**src/rtl/hazard_ctrl_if.sv**
```systemverilog
// Hazard controller bundle: pipeline hazard inputs and the forwarding/stall/flush
// controls they produce.
//   master : pipeline side; drives the register/stage info, consumes the controls
//   slave  : hazard_ctrl side; consumes the stage info, drives the controls
//   rs1_D/rs2_D, rs1_use_D/rs2_use_D  decode-stage sources and their use flags
//   rs1_E/rs2_E                       execute-stage sources
//   rd_E/rd_M/rd_W, wr_E/wr_M/wr_W    destinations and write enables in E/M/W
//   load_E, br_taken_E, trap_M        load in E, taken branch in E, trap redirect in M
//   ext_busy                          multi-cycle wait, freezes the whole pipe
//   fwd_a_sel/fwd_b_sel               operand selects: 00 regfile, 01 M, 10 W
//   stall_F/D/E/M, flush_D/E/M        per-stage hold and zero controls
interface hazard_ctrl_if;
  logic [4:0] rs1_D;
  logic [4:0] rs2_D;
  logic       rs1_use_D;
  logic       rs2_use_D;
  logic [4:0] rs1_E;
  logic [4:0] rs2_E;
  logic [4:0] rd_E;
  logic [4:0] rd_M;
  logic [4:0] rd_W;
  logic       wr_E;
  logic       wr_M;
  logic       wr_W;
  logic       load_E;
  logic       br_taken_E;
  logic       trap_M;
  logic       ext_busy;
  logic [1:0] fwd_a_sel;
  logic [1:0] fwd_b_sel;
  logic       stall_F;
  logic       stall_D;
  logic       stall_E;
  logic       stall_M;
  logic       flush_D;
  logic       flush_E;
  logic       flush_M;

  modport master (
    output rs1_D, rs2_D, rs1_use_D, rs2_use_D, rs1_E, rs2_E, rd_E, rd_M, rd_W,
           wr_E, wr_M, wr_W, load_E, br_taken_E, trap_M, ext_busy,
    input  fwd_a_sel, fwd_b_sel, stall_F, stall_D, stall_E, stall_M,
           flush_D, flush_E, flush_M
  );

  modport slave (
    input  rs1_D, rs2_D, rs1_use_D, rs2_use_D, rs1_E, rs2_E, rd_E, rd_M, rd_W,
           wr_E, wr_M, wr_W, load_E, br_taken_E, trap_M, ext_busy,
    output fwd_a_sel, fwd_b_sel, stall_F, stall_D, stall_E, stall_M,
           flush_D, flush_E, flush_M
  );
endinterface

```
**src/rtl/hazard_ctrl.sv**
```systemverilog
// Pipeline hazard controller for the 5-stage RV32 core.
// Computes execute-stage forwarding selects and sequences load-use bubbles, freezes,
// branch redirects and trap flushes through one FSM; counts stall cycles and redirects.
//   clk        clock, all state on posedge
//   rst        asynchronous active-low reset; forces every control output to 0
//   hz         hazard_ctrl_if.slave bundle (stage info in, fwd/stall/flush out)
//   stall_cnt  cycles with stall_F=1, wraps
//   flush_cnt  accepted branch/trap redirects, wraps
module hazard_ctrl #(
  parameter int unsigned LOAD_BUBBLES = 1,
  parameter int unsigned FLUSH_CYCLES = 1,
  parameter int unsigned CNT_W        = 32
) (
  input  logic             clk,
  input  logic             rst,
  hazard_ctrl_if.slave     hz,
  output logic [CNT_W-1:0] stall_cnt,
  output logic [CNT_W-1:0] flush_cnt
);

  typedef enum logic [1:0] {StRun, StLuStall, StFreeze, StRedirect} state_e;

  localparam logic [1:0]       BubLast = 2'(LOAD_BUBBLES - 1);
  localparam logic [1:0]       RcInit  = 2'(FLUSH_CYCLES - 1);
  localparam logic [CNT_W-1:0] CntOne  = CNT_W'(1);

  state_e     state_q, state_d;
  logic [1:0] bub_q, bub_d;   // bubbles already issued for the current load-use
  logic [1:0] rc_q, rc_d;     // remaining flush_D cycles in REDIRECT
  logic       lu_hit, redirect_ev;
  logic       s_f, s_d, s_e, s_m, f_d, f_e, f_m;
  logic [1:0] fwd_a, fwd_b;

  // M beats W; x0 is never forwarded.
  always_comb begin
    fwd_a = 2'b00;
    if (hz.wr_M && hz.rd_M != 5'd0 && hz.rs1_E == hz.rd_M) begin
      fwd_a = 2'b01;
    end else if (hz.wr_W && hz.rd_W != 5'd0 && hz.rs1_E == hz.rd_W) begin
      fwd_a = 2'b10;
    end
    fwd_b = 2'b00;
    if (hz.wr_M && hz.rd_M != 5'd0 && hz.rs2_E == hz.rd_M) begin
      fwd_b = 2'b01;
    end else if (hz.wr_W && hz.rd_W != 5'd0 && hz.rs2_E == hz.rd_W) begin
      fwd_b = 2'b10;
    end
  end

  assign lu_hit = hz.load_E & hz.wr_E & (hz.rd_E != 5'd0) &
                  ((hz.rs1_use_D & (hz.rs1_D == hz.rd_E)) |
                   (hz.rs2_use_D & (hz.rs2_D == hz.rd_E)));

  always_comb begin
    state_d     = state_q;
    bub_d       = bub_q;
    rc_d        = rc_q;
    redirect_ev = 1'b0;
    {s_f, s_d, s_e, s_m, f_d, f_e, f_m} = '0;

    // A trap wins in every state.
    if (hz.trap_M) begin
      {f_d, f_e, f_m} = 3'b111;
      redirect_ev     = 1'b1;
    end else begin
      unique case (state_q)
        // FREEZE with ext_busy low releases by evaluating the cycle like RUN, so a
        // hazard present at release is not lost.
        StRun, StFreeze: begin
          if (hz.ext_busy) begin
            {s_f, s_d, s_e, s_m} = 4'b1111;
            state_d = StFreeze;
          end else if (hz.br_taken_E) begin
            {f_d, f_e}  = 2'b11;
            redirect_ev = 1'b1;
          end else if (lu_hit) begin
            {s_f, s_d, f_e} = 3'b111;
            if (LOAD_BUBBLES > 1) begin
              state_d = StLuStall;
              bub_d   = 2'd1;
            end else begin
              state_d = StRun;
            end
          end else begin
            state_d = StRun;
          end
        end
        StLuStall: begin
          if (hz.ext_busy) begin
            // Remaining bubbles are re-derived from lu_hit after the freeze.
            {s_f, s_d, s_e, s_m} = 4'b1111;
            state_d = StFreeze;
          end else if (hz.br_taken_E) begin
            {f_d, f_e}  = 2'b11;
            redirect_ev = 1'b1;
          end else begin
            {s_f, s_d, f_e} = 3'b111;
            if (bub_q >= BubLast) begin
              state_d = StRun;
            end else begin
              bub_d = bub_q + 2'd1;
            end
          end
        end
        StRedirect: begin
          if (hz.br_taken_E) begin
            {f_d, f_e}  = 2'b11;
            redirect_ev = 1'b1;
          end else begin
            f_d = 1'b1;
            if (rc_q <= 2'd1) begin
              state_d = StRun;
            end else begin
              rc_d = rc_q - 2'd1;
            end
          end
        end
        default: state_d = StRun;
      endcase
    end

    if (redirect_ev) begin
      rc_d    = RcInit;
      state_d = (RcInit != 2'd0) ? StRedirect : StRun;
    end
  end

  always_ff @(posedge clk or negedge rst) begin
    if (!rst) begin
      state_q   <= StRun;
      bub_q     <= 2'd0;
      rc_q      <= 2'd0;
      stall_cnt <= '0;
      flush_cnt <= '0;
    end else begin
      state_q <= state_d;
      bub_q   <= bub_d;
      rc_q    <= rc_d;
      if (s_f) begin
        stall_cnt <= stall_cnt + CntOne;
      end
      if (redirect_ev) begin
        flush_cnt <= flush_cnt + CntOne;
      end
    end
  end

  // Controls are held at 0 for as long as reset is asserted.
  assign hz.fwd_a_sel = rst ? fwd_a : 2'b00;
  assign hz.fwd_b_sel = rst ? fwd_b : 2'b00;
  assign hz.stall_F   = rst & s_f;
  assign hz.stall_D   = rst & s_d;
  assign hz.stall_E   = rst & s_e;
  assign hz.stall_M   = rst & s_m;
  assign hz.flush_D   = rst & f_d;
  assign hz.flush_E   = rst & f_e;
  assign hz.flush_M   = rst & f_m;

endmodule
```
**src/flat_wrapper.sv**
```systemverilog
// flat-port wrapper written by rule: the top's interface ports become plain ports
module hazard_ctrl_flat 
#(
  parameter int unsigned LOAD_BUBBLES = 1,
  parameter int unsigned FLUSH_CYCLES = 1,
  parameter int unsigned CNT_W        = 32
)
  (clk, rst, stall_cnt, flush_cnt, hz_rs1_D, hz_rs2_D, hz_rs1_use_D, hz_rs2_use_D, hz_rs1_E, hz_rs2_E, hz_rd_E, hz_rd_M, hz_rd_W, hz_wr_E, hz_wr_M, hz_wr_W, hz_load_E, hz_br_taken_E, hz_trap_M, hz_ext_busy, hz_fwd_a_sel, hz_fwd_b_sel, hz_stall_F, hz_stall_D, hz_stall_E, hz_stall_M, hz_flush_D, hz_flush_E, hz_flush_M);
  hazard_ctrl_if hz_i ();
  input  logic clk;
  input  logic rst;
  output logic [CNT_W-1:0] stall_cnt;
  output logic [CNT_W-1:0] flush_cnt;
  input wire logic [$bits(hz_i.rs1_D)-1:0] hz_rs1_D;
  input wire logic [$bits(hz_i.rs2_D)-1:0] hz_rs2_D;
  input wire logic [$bits(hz_i.rs1_use_D)-1:0] hz_rs1_use_D;
  input wire logic [$bits(hz_i.rs2_use_D)-1:0] hz_rs2_use_D;
  input wire logic [$bits(hz_i.rs1_E)-1:0] hz_rs1_E;
  input wire logic [$bits(hz_i.rs2_E)-1:0] hz_rs2_E;
  input wire logic [$bits(hz_i.rd_E)-1:0] hz_rd_E;
  input wire logic [$bits(hz_i.rd_M)-1:0] hz_rd_M;
  input wire logic [$bits(hz_i.rd_W)-1:0] hz_rd_W;
  input wire logic [$bits(hz_i.wr_E)-1:0] hz_wr_E;
  input wire logic [$bits(hz_i.wr_M)-1:0] hz_wr_M;
  input wire logic [$bits(hz_i.wr_W)-1:0] hz_wr_W;
  input wire logic [$bits(hz_i.load_E)-1:0] hz_load_E;
  input wire logic [$bits(hz_i.br_taken_E)-1:0] hz_br_taken_E;
  input wire logic [$bits(hz_i.trap_M)-1:0] hz_trap_M;
  input wire logic [$bits(hz_i.ext_busy)-1:0] hz_ext_busy;
  output wire logic [$bits(hz_i.fwd_a_sel)-1:0] hz_fwd_a_sel;
  output wire logic [$bits(hz_i.fwd_b_sel)-1:0] hz_fwd_b_sel;
  output wire logic [$bits(hz_i.stall_F)-1:0] hz_stall_F;
  output wire logic [$bits(hz_i.stall_D)-1:0] hz_stall_D;
  output wire logic [$bits(hz_i.stall_E)-1:0] hz_stall_E;
  output wire logic [$bits(hz_i.stall_M)-1:0] hz_stall_M;
  output wire logic [$bits(hz_i.flush_D)-1:0] hz_flush_D;
  output wire logic [$bits(hz_i.flush_E)-1:0] hz_flush_E;
  output wire logic [$bits(hz_i.flush_M)-1:0] hz_flush_M;
  assign hz_i.rs1_D = hz_rs1_D;
  assign hz_i.rs2_D = hz_rs2_D;
  assign hz_i.rs1_use_D = hz_rs1_use_D;
  assign hz_i.rs2_use_D = hz_rs2_use_D;
  assign hz_i.rs1_E = hz_rs1_E;
  assign hz_i.rs2_E = hz_rs2_E;
  assign hz_i.rd_E = hz_rd_E;
  assign hz_i.rd_M = hz_rd_M;
  assign hz_i.rd_W = hz_rd_W;
  assign hz_i.wr_E = hz_wr_E;
  assign hz_i.wr_M = hz_wr_M;
  assign hz_i.wr_W = hz_wr_W;
  assign hz_i.load_E = hz_load_E;
  assign hz_i.br_taken_E = hz_br_taken_E;
  assign hz_i.trap_M = hz_trap_M;
  assign hz_i.ext_busy = hz_ext_busy;
  assign hz_fwd_a_sel = hz_i.fwd_a_sel;
  assign hz_fwd_b_sel = hz_i.fwd_b_sel;
  assign hz_stall_F = hz_i.stall_F;
  assign hz_stall_D = hz_i.stall_D;
  assign hz_stall_E = hz_i.stall_E;
  assign hz_stall_M = hz_i.stall_M;
  assign hz_flush_D = hz_i.flush_D;
  assign hz_flush_E = hz_i.flush_E;
  assign hz_flush_M = hz_i.flush_M;
  hazard_ctrl #(.LOAD_BUBBLES(LOAD_BUBBLES), .FLUSH_CYCLES(FLUSH_CYCLES), .CNT_W(CNT_W)) u_core (.clk(clk), .rst(rst), .hz(hz_i), .stall_cnt(stall_cnt), .flush_cnt(flush_cnt));
endmodule
```
**config.mk**
```make
export PLATFORM = sky130hd
export DESIGN_NAME = hazard_ctrl_flat
export DESIGN_NICKNAME = d
export VERILOG_FILES = /design/src/rtl/hazard_ctrl_if.sv /design/src/rtl/hazard_ctrl.sv /design/src/flat_wrapper.sv
export SDC_FILE = /design/constraint.sdc
export NUM_CORES = 1
export LEC_CHECK = 0
export CELL_PAD_IN_SITES_DETAIL_PLACEMENT = 1
export CELL_PAD_IN_SITES_GLOBAL_PLACEMENT = 1
export CORE_MARGIN = 2
export CORE_UTILIZATION = 37
export DETAILED_ROUTE_END_ITERATION = 8
export PLACE_DENSITY_LB_ADDON = 0.1
export SYNTH_ARGS = -nofsm -noshare
export SYNTH_HDL_FRONTEND = slang
export SYNTH_SLANG_ARGS = --single-unit
```
**constraint.sdc**
```tcl
create_clock -name clk -period 6.6 [get_ports clk]
set_input_delay 1.32 -clock clk [delete_from_list [all_inputs] [get_ports clk]]
set_output_delay 1.32 -clock clk [all_outputs]
set_load 0.03 [all_outputs]
```
==> results.md, run 1 <==
- Synth unique cells: 38
- R2R cell count: 6
- Area Growth Syn to Fin: 43.9%
- Synthesized Nets: about 380
- WL/cell: around 16 µm
- Crit path max fanout: 23
- Slew margin rel.: 0.419
- Worst hold path type: flip-flop to flip-flop
- Hold Vio Cnt, Final: 0
- Die H: 101 µm
- Initial antenna violation count: 0
- Num CTS Buffers: 9
- Area of the mapped netlist: about 3500 µm²
- CP max-delay cell: clkdlybuf4s50_1
- # hold bufs at CTS: 0
- Final min period: a little over 5000 ps
- Top-count cell post-synth: dfrtp_1
- Drt pass-1 iters: 4
- Initial DRC count: approximately 50
- Worst Hold Depth: 1
- Root Driver: clkbuf_8
- Top post-synthesis cells by area: dfrtp_1 (46%), xor2_1 (12%), xnor2_1 (11%)
- Clock Latency Late Sink: between 300 and 400 ps
- DRC Markers: 0
- Max stage delay on crit path: just over 600 ps
- Die area: 10100 µm²
- Unrepaired setup endpoints after global routing: false
- Startpoint types: input port
- DRT antenna net count: 0
- Detailed Route WL: between 9 and 10 mm
- Via density: around 5
- Period utilization: 0.768
- Area share of the largest cell type after synthesis: 0.464
- Layout cells sized above 1: 0.0672
- Buffers on Ports: between 100 and 150
- Vias in the first global route: 3131
- Routability cong.: between 0.8 and 0.9
- Post-synthesis register bit count: 64
- Outcome: complete, no violations
- Final setup vio count: 0
- Slew Viols, Final: 0
- Pleak: between 0.002 and 0.0025 µW
- Synth async-reset ratio: 1.00
- Clock sinks: 64
- CP bufs+invs: 3
- Power, Total: 1250 µW
- Horiz. Die Dim: ~100 µm
- Nets: around 500
- Syn Inst Count: ~330
- Filler Cell Count: just over 1000
- Post-CTS setup buffer count: 0
- CP most frequent cell: clkdlybuf4s50_1
- Critical Path, Cell by Cell: clkdlybuf4s50_1 -> or3_1 -> o311a_4 -> a31oi_4 -> buf_4 -> nor2_1 -> clkdlybuf4s50_1
- Core Box Area: approximately 9200 µm²
- Worst vdd ir: roughly 0.00014 V
- Num rows: 35
- Critical Path RT: about 5300 ps
- Yosys warns: 0
- Average cell area after synthesis: roughly 10 µm²
- EDFF count, synth: 0
- Max-cap violations: 0
- Fmax achieved: ~0.2 GHz
- Routed via count: between 2000 and 3000
- Max Root-Sink Buffers: 2
- CTS tree: done
- Largest net degree at the start of global routing: 70
- Global-route usage over all layers: 0.196
- Grt ovf: 0
- Top cell type by total area after synthesis: dfrtp_1
- CP top delay family: buffers and inverters
- Top FF cell, synth: dfrtp_1
- Slew of the pin with the lowest slew margin: approximately 870 ps
- Power per Cell Area: roughly 250 nW/µm²
- First-pass GRT wire length: roughly 16 mm
- Setup skew after layout: between 8 and 9 ps
- Critical Path End Type: output pin
- Arr. time, crit path: between 3000 and 4000 ps
- TNS Setup: 0 ps
- Post-DP HPWL: about 7.1 mm
- Synth cell count leaders: dfrtp_1 (64), xor2_1 (48), xnor2_1 (44)
- Seq/Total Area, Yosys: 0.464
- Diodes inserted: 0
- Clock Pin Slew Worst Setup and Hold Paths: 70 ps
- # IOs: approximately 120
- H-tree level count: 3
- Initial Util: 0.377
- Critical Path Stages: 7
- Post-cts resize count: 0
- Crit Path Class: input port to output pin
[placed cells by master, fill, tap and decap left out, types with 2 or more instances in the layout]
master / instances
nand4_1: 11
xnor2_1: 44
nor2_1: 23
inv_1: 10
dfrtp_1: 64
and3_1: 11
or2_2: 2
clkbuf_8: 9
nor2b_1: 2
or3_1: 2
nor4_1: 10
nor3_1: 11
or4_1: 4
ha_1: 2
nand3_1: 23
xor2_1: 48
nand2_1: 29
bufinv_16: 2
clkdlybuf4s50_1: 119
and2_1: 4
clkbuf_1: 2
nor4_2: 2
and4_1: 5
buf_4: 2
[final timing paths]
check | startpoint | end | slack, ps
setup / recovery | hz_rd_E[1] | hz_stall_D | 1530
hold reg to reg | u_core.flush_cnt[31]$_DFFE_PN0N_ | u_core.flush_cnt[31]$_DFFE_PN0N_ | 470
min in group asynchronous | rst | u_core.flush_cnt[29]$_DFFE_PN0N_ | 1230
setup reg to reg | u_core.flush_cnt[0]$_DFFE_PN0N_ | u_core.flush_cnt[30]$_DFFE_PN0N_ | 4600
hold / removal | u_core.flush_cnt[31]$_DFFE_PN0N_ | u_core.flush_cnt[31]$_DFFE_PN0N_ | 470
max in group asynchronous | rst | u_core.flush_cnt[13]$_DFFE_PN0N_ | 4800
[per-layer routing]
metal,wire length [µm],global-route usage,vias up,share of wire
li1,-,-,1383,-
met5,0,0,-,0
met3,294,0.0319,15,0.032
met2,4810,0.345,66,0.52
met4,184,0.0748,0,0.020
met1,3950,0.241,1381,0.43
[flip-flops by register name, summed over array words and instances, names as in the netlist]
| signal | count |
|---|---|
| u_core.stall_cnt | 32 |
| u_core.flush_cnt | 32 |
[area by class of cell]
| class | instances | area [µm²] | area share |
|---|---|---|---|
| Timing Repair Buffer | 122 | 1210 | 0.244 |
| Tap cell | 111 | 139 | 0.0279 |
| Multi-Input combinational cell | 249 | 1770 | 0.356 |
| Clock buffer | 11 | 131 | 0.0264 |
| Clock inverter | 5 | 81.3 | 0.0164 |
| Inverter | 10 | 37.5 | 0.00755 |
| Sequential cell | 64 | 1600 | 0.322 |
[cells by family (layout without fill, tap and decap cells)]
group           after synthesis  after routing  share of synthesized area
simple gates                146            146                      0.239
xor+xnor                     92             92                      0.233
flops                        64             64                      0.464
buf+inv                      16            148                     0.0239
compound gates                8              8                     0.0297
fa+ha+maj                     2              2                    0.00725
mux                           1              1                    0.00326
[stage by stage]
| stage | cell area (µm²) | utilization | instances | worst slack, ps | hold slack, ps |
|---|---|---|---|---|---|
| global placement | 4760 | 0.520 | 556 | 1580 | 457 |
| detailed placement | 4760 | 0.520 | 556 | 1520 | 461 |
| global route | 4970 | 0.543 | 572 | 1360 | 501 |
| floorplan | 3450 | - | 329 | 2160 | 649 |
| finish | 4970 | 0.543 | 572 | 1530 | 473 |
| CTS | 4970 | 0.543 | 572 | 1510 | 475 |
[where the power goes]
part	total [µW]	switching, µW	internal (µW)
clock	366	153	213
combinational	371	206	165
sequential	512	70.2	442
total	1250	429	820
(Power assumes the default switching activity.)
==> run 2: changes to the inputs <==
--- a/config.mk
+++ b/config.mk
@@ -8,7 +8,7 @@
 export CELL_PAD_IN_SITES_DETAIL_PLACEMENT = 1
 export CELL_PAD_IN_SITES_GLOBAL_PLACEMENT = 1
 export CORE_MARGIN = 2
-export CORE_UTILIZATION = 37
+export CORE_UTILIZATION = 34
 export DETAILED_ROUTE_END_ITERATION = 8
 export PLACE_DENSITY_LB_ADDON = 0.1
 export SYNTH_ARGS = -nofsm -noshare
==> constraint.sdc (replaced) <==
create_clock -name clk -period 5.21 [get_ports clk]
set_input_delay 1.042 -clock clk [delete_from_list [all_inputs] [get_ports clk]]
set_output_delay 1.042 -clock clk [all_outputs]
set_load 0.03 [all_outputs]
==> run 2 against run 1 <==
  * Total power increased by 23%
  * Worst setup slack worse by 850 ps
  * Sequential power grew 26%
  * Register-to-register slack got worse by 1400 ps
  * Design area is 0.25% higher
  * Combinational power up 26%
  * Via count up 0.25%
  * Critical path depth is 1 lower
  * Routed wire length rose by 1.5%
  * Sequential share of layout area is 0.081 points lower
  * Clock power rose by 17%
  * Critical path type unchanged
==> results.md, run 2 (synthesis results as in run 1) <==
- Outcome: complete, no violations
- Filler Cell Count: ~1100
- Most common cell after layout, fill and taps aside: clkdlybuf4s50_1
- H-tree level count: 3
- Max-cap violations: 0
- Post-CTS setup buffer count: 0
- Post-DP HPWL: a little over 7 mm
- Routability cong.: 0.791
- DRC Markers: 0
- Clock Pin Slew Worst Setup and Hold Paths: 70 ps
- Root Driver: clkbuf_8
- Post-DP Area: roughly 4800 µm²
- Nets: slightly above 500
- CP bufs+invs: 2
- Critical Path, Cell by Cell: clkdlybuf4s50_1 -> or4_1 -> o21ai_0 -> nor4_1 -> nor4_1 -> clkdlybuf4s50_1
- Max stage delay on crit path: about 730 ps
- Initial Util: 0.352
- Multi-input gate area: ~1800 µm²
- Worst hold path type: flip-flop to flip-flop
- Routed via count: between 2000 and 3000
- Post-cts resize count: 0
- Most frequent cells in the layout: clkdlybuf4s50_1 (119), dfrtp_1 (64), xor2_1 (48), xnor2_1 (44), nand2_1 (29)
- Slew margin rel.: 0.532
- Unrepaired setup endpoints after global routing: false
- Fin area: 4980 µm²
- Layout cells sized above 1: 0.0694
- Area Growth Syn to Fin: 44.3%
- Detailed Route WL: approximately 9.4 mm
- Drt pass-1 iters: 4
- Largest registers: u_core.flush_cnt (32), u_core.stall_cnt (32)
- CP top delay family: buffers and inverters
- Pleak: 0.00211 µW
- Num CTS Buffers: 9
- Initial antenna violation count: 0
- Die H: 105 µm
- Power per Cell Area: approximately 310 nW/µm²
- DRT antenna net count: 0
- First-pass GRT wire length: ~16 mm
- Max Root-Sink Buffers: 2
- Core Box Area: just under 10000 µm²
- Period utilization: 0.869
- Die area: 11000 µm²
- CTS tree: done
- Largest net degree at the start of global routing: between 50 and 60
- Clock sinks: 64
- Horiz. Die Dim: 105 µm
- Buffers on Ports: 120
- Worst vdd ir: approximately 0.00027 V
- Diodes inserted: 0
- Via density: 4.80
- Global-route usage over all layers: 0.179
- Final setup vio count: 0
- Num rows: 36
- Crit Path Class: input port to output pin
- Clock Latency Late Sink: approximately 340 ps
- Hold Vio Cnt, Final: 0
- # IOs: about 120
- Vias in the first global route: ~3100
- Slew Viols, Final: 0
- Crit path max fanout: 3
- Initial DRC count: 33
- Critical Path End Type: output pin
- Slew of the pin with the lowest slew margin: about 700 ps
- Setup skew after layout: around 11 ps
- WL/cell: approximately 16 µm
- Final min period: ~4500 ps
- Fmax achieved: 0.221 GHz
- Grt ovf: 0
- Critical Path RT: about 4200 ps
- # hold bufs at CTS: 0
- Arr. time, crit path: around 3500 ps
- Startpoint types: input port
- Register area: 1600 µm²
- CP max-delay cell: clkdlybuf4s50_1
- Hold WS: around 470 ps
- TNS Setup: 0 ps
[run 2: cell types whose count changed in the layout (fill, tap and decap cells not counted)]
cell       before  now
clkbuf_8        9   10
clkbuf_1        2    1
clkinv_2        1    2
bufinv_16       2    1
[run 2: final cells by class]
cell class                      count  share of cell area
Clock buffer                       11              0.0284
Timing Repair Buffer              122               0.243
Tap cell                          133              0.0334
Multi-Input combinational cell    249               0.355
Sequential cell                    64               0.321
Clock inverter                      5              0.0113
Inverter                           10             0.00753
[run 2: path summary, 6_finish.rpt]
check / startpoint / to / slack, ps / cells after the start
min in group asynchronous: rst / u_core.stall_cnt[1]$_DFFE_PN0P_ / 620 / 1
worst max register to register: u_core.stall_cnt[11]$_DFFE_PN0P_ / u_core.stall_cnt[24]$_DFFE_PN0P_ / 3190 / 6
worst min register to register: u_core.stall_cnt[31]$_DFFE_PN0P_ / u_core.stall_cnt[31]$_DFFE_PN0P_ / 470 / 1
worst min-delay path: u_core.stall_cnt[31]$_DFFE_PN0P_ / u_core.stall_cnt[31]$_DFFE_PN0P_ / 470 / 1
worst max-delay path: hz_rd_M[1] / hz_fwd_a_sel[1] / 680 / 6
max in group asynchronous: rst / u_core.stall_cnt[29]$_DFFE_PN0P_ / 3560 / 2
[run 2: power by group]
group | internal (µW) | switching, µW | total (µW) | leakage, µW
sequential | 560 | 83.6 | 643 | 0.000830
clock | 233 | 196 | 429 | 0.0000993
combinational | 209 | 259 | 468 | 0.00118
total | 1000 | 538 | 1540 | 0.00211
[run 2: worst reg2reg max path, delay by kind of cell (launching register included)]
| family | cells | cell delay [ps] |
|---|---|---|
| XOR/XNOR | 1 | 180 |
| AND/OR/NAND/NOR | 5 | 1330 |
| flip-flops | 1 | 420 |
[run 2: stage by stage]
step	power (µW)	std cells	util	setup slack [ps]
after floorplan	894	329	-	1330
after global placement	1120	578	0.487	783
after detailed placement	1120	578	0.487	663
after CTS	1570	594	0.508	660
after global routing	1630	594	0.508	564
final	1540	594	0.508	683
[run 2: layer usage]
layer	GRT usage	up-vias	wire length, µm
li1	-	1383	-
met2	0.310	56	4790
met5	0	-	0
met4	0.0448	0	97
met3	0.0518	10	382
met1	0.220	1403	4110
==> run 3: changes to the inputs <==
--- a/config.mk
+++ b/config.mk
@@ -14,3 +14,4 @@
 export SYNTH_ARGS = -nofsm -noshare
 export SYNTH_HDL_FRONTEND = slang
 export SYNTH_SLANG_ARGS = --single-unit
+export TNS_END_PERCENT = 20
==> constraint.sdc (replaced) <==
create_clock -name clk -period 5 [get_ports clk]
set_input_delay 1 -clock clk [delete_from_list [all_inputs] [get_ports clk]]
set_output_delay 1 -clock clk [all_outputs]
set_load 0.03 [all_outputs]
==> run 3 against run 2 <==
  * Clock power grew 24%
  * Register-to-register slack lost 230 ps
  * Design area grew 0.80%
  * Combinational power grew 4.5%
  * Worst hold slack is essentially flat
  * Global-route usage grew 0.70 points
  * Critical path depth is the same
  * Largest power group unchanged
==> results.md, run 3 (synthesis results as in run 1) <==
- Outcome: complete, no violations
- Layout cells sized above 1: 0.0716
- Drt pass-1 iters: 4
- WL/cell: around 16 µm
- TNS Setup: 0 ps
- Max-cap violations: 0
- Gate power share: 0.289
- Area Growth Syn to Fin: 45.5%
- Slew of the pin with the lowest slew margin: 692 ps
- Num CTS Buffers: 9
- Clock share of power: 0.314
- Fin area: between 5000 and 6000 µm²
- Slew Viols, Final: 0
- Setup skew after layout: approximately 14 ps
- Grt ovf: 0
- DRT antenna net count: 0
- Hold Vio Cnt, Final: 0
- Arr. time, crit path: between 3000 and 4000 ps
- DRC Markers: 0
- # hold bufs at CTS: 0
- Post-DP Area: ~4800 µm²
- Critical Path RT: 4000 ps
- Max Root-Sink Buffers: 2
- CTS tree: done
- Die area: 11000 µm²
- Horiz. Die Dim: approximately 100 µm
- Min-Delay Endpoint: u_core.stall_cnt[31]$_DFFE_PN0P_
- Net Sw Power: ~580 µW
- Clock Pin Slew Worst Setup and Hold Paths: approximately 70 ps
- Startpoint types: input port
- Fin util: 0.512
- Crit path max fanout: 3
- Unrepaired setup endpoints after global routing: false
- R2R cell count: 6
- Largest registers: u_core.flush_cnt (32), u_core.stall_cnt (32)
- Slew margin rel.: 0.539
- Global-route usage over all layers: 0.186
- Power, Total: approximately 1700 µW
- Most frequent cells in the layout: clkdlybuf4s50_1 (119), dfrtp_1 (64), xor2_1 (48), xnor2_1 (44), nand2_1 (29)
- Detailed Route WL: 9.63 mm
- Crit Path Class: input port to output pin
- Worst Hold Depth: 1
- H-tree level count: 3
- Power Internal: 1110 µW
- Largest net degree at the start of global routing: between 50 and 60
- Seq pwr share: 0.397
- Critical Path End Type: output pin
- Diodes inserted: 0
- Routed via count: about 2900
- Power per Cell Area: roughly 340 nW/µm²
- Worst hold path type: flip-flop to flip-flop
- Worst reg2reg setup slack: 2960 ps
- # IOs: 121
- Nets: 504
- Clock Latency Late Sink: ~350 ps
- Post-DP HPWL: between 7 and 8 mm
- Initial DRC count: 72
- Clock sinks: 64
- Most common cell after layout, fill and taps aside: clkdlybuf4s50_1
- Filler Cell Count: about 1100
- Routability cong.: just under 0.8
- Period utilization: 0.882
- Hold Crit Start: u_core.stall_cnt[31]$_DFFE_PN0P_
- Core Box Area: around 9800 µm²
- Sw Ratio: 0.342
- Reg2reg end: u_core.flush_cnt[30]$_DFFE_PN0N_
- Buffers on Ports: 120
- First-pass GRT wire length: between 15 and 20 mm
- Post-CTS setup buffer count: 0
- Post-cts resize count: 0
- Die H: between 100 and 150 µm
- Worst vdd ir: roughly 0.00028 V
- CP max-delay cell: clkdlybuf4s50_1
- Root Driver: clkbuf_8
- Pleak: 0.00213 µW
- Critical Path, Cell by Cell: clkdlybuf4s50_1 -> or4_1 -> o21ai_0 -> nor4_1 -> nor4_1 -> clkdlybuf4s50_1
- Initial antenna violation count: 0
- Fmax achieved: around 0.23 GHz
- Vias in the first global route: 3145
- RR Startpoint: u_core.flush_cnt[0]$_DFFE_PN0N_
- Fin cells: 594
- Initial Util: 0.352
- Num rows: 36
- Via density: ~4.9
- Final min period: ~4400 ps
- Max stage delay on crit path: roughly 730 ps
- Placed cells: 578
- Final setup vio count: 0
-- run 3: layer usage --
layer | GRT usage | up-vias | part of all wire
met2 | 0.331 | 67 | 0.52
met5 | 0 | - | 0
met3 | 0.0574 | 17 | 0.048
met1 | 0.215 | 1443 | 0.42
li1 | - | 1385 | -
met4 | 0.0552 | 0 | 0.015
-- run 3: power groups by stage --
stage / registers, µW / clock network [µW] / logic, µW
after floorplan: 793 / 0 / 138
after global placement: 678 / 0 / 486
after detailed placement: 681 / 0 / 491
after CTS: 673 / 545 / 496
after global routing: 689 / 572 / 523
final: 672 / 531 / 489
-- run 3: worst max-delay path by stage --
stage	slack [ps]	from	end	cells after the start
detailed placement	580	hz_rd_M[1]	hz_fwd_a_sel[1]	6
global route	440	hz_rd_M[2]	hz_fwd_a_sel[1]	6
global placement	660	hz_rd_M[1]	hz_fwd_b_sel[1]	6
finish	590	hz_rd_M[1]	hz_fwd_a_sel[1]	6
CTS	580	hz_rd_M[1]	hz_fwd_a_sel[1]	6
floorplan	1200	hz_rd_M[1]	hz_fwd_a_sel[1]	4
-- run 3: layout make-up --
class | instances | area (µm²) | share of cell area
clock buffers | 11 | 151 | 0.0301
multi-input cells | 249 | 1770 | 0.352
clock inverters | 5 | 86.3 | 0.0172
inverters | 10 | 37.5 | 0.00747
well taps | 133 | 166 | 0.0331
repair buffers | 122 | 1210 | 0.241
flip-flops and latches | 64 | 1600 | 0.319
-- run 3: stage by stage --
stage	worst slack (ps)	hold WS, ps
final	590	468
after global routing	438	485
after CTS	577	473
after detailed placement	577	462
after global placement	657	455
after floorplan	1200	649
-- run 3: critical path: cells and delay by family --
kind	cells	cell delay, ps
buf+inv	2	1190
simple gates	3	980
compound gates	1	230
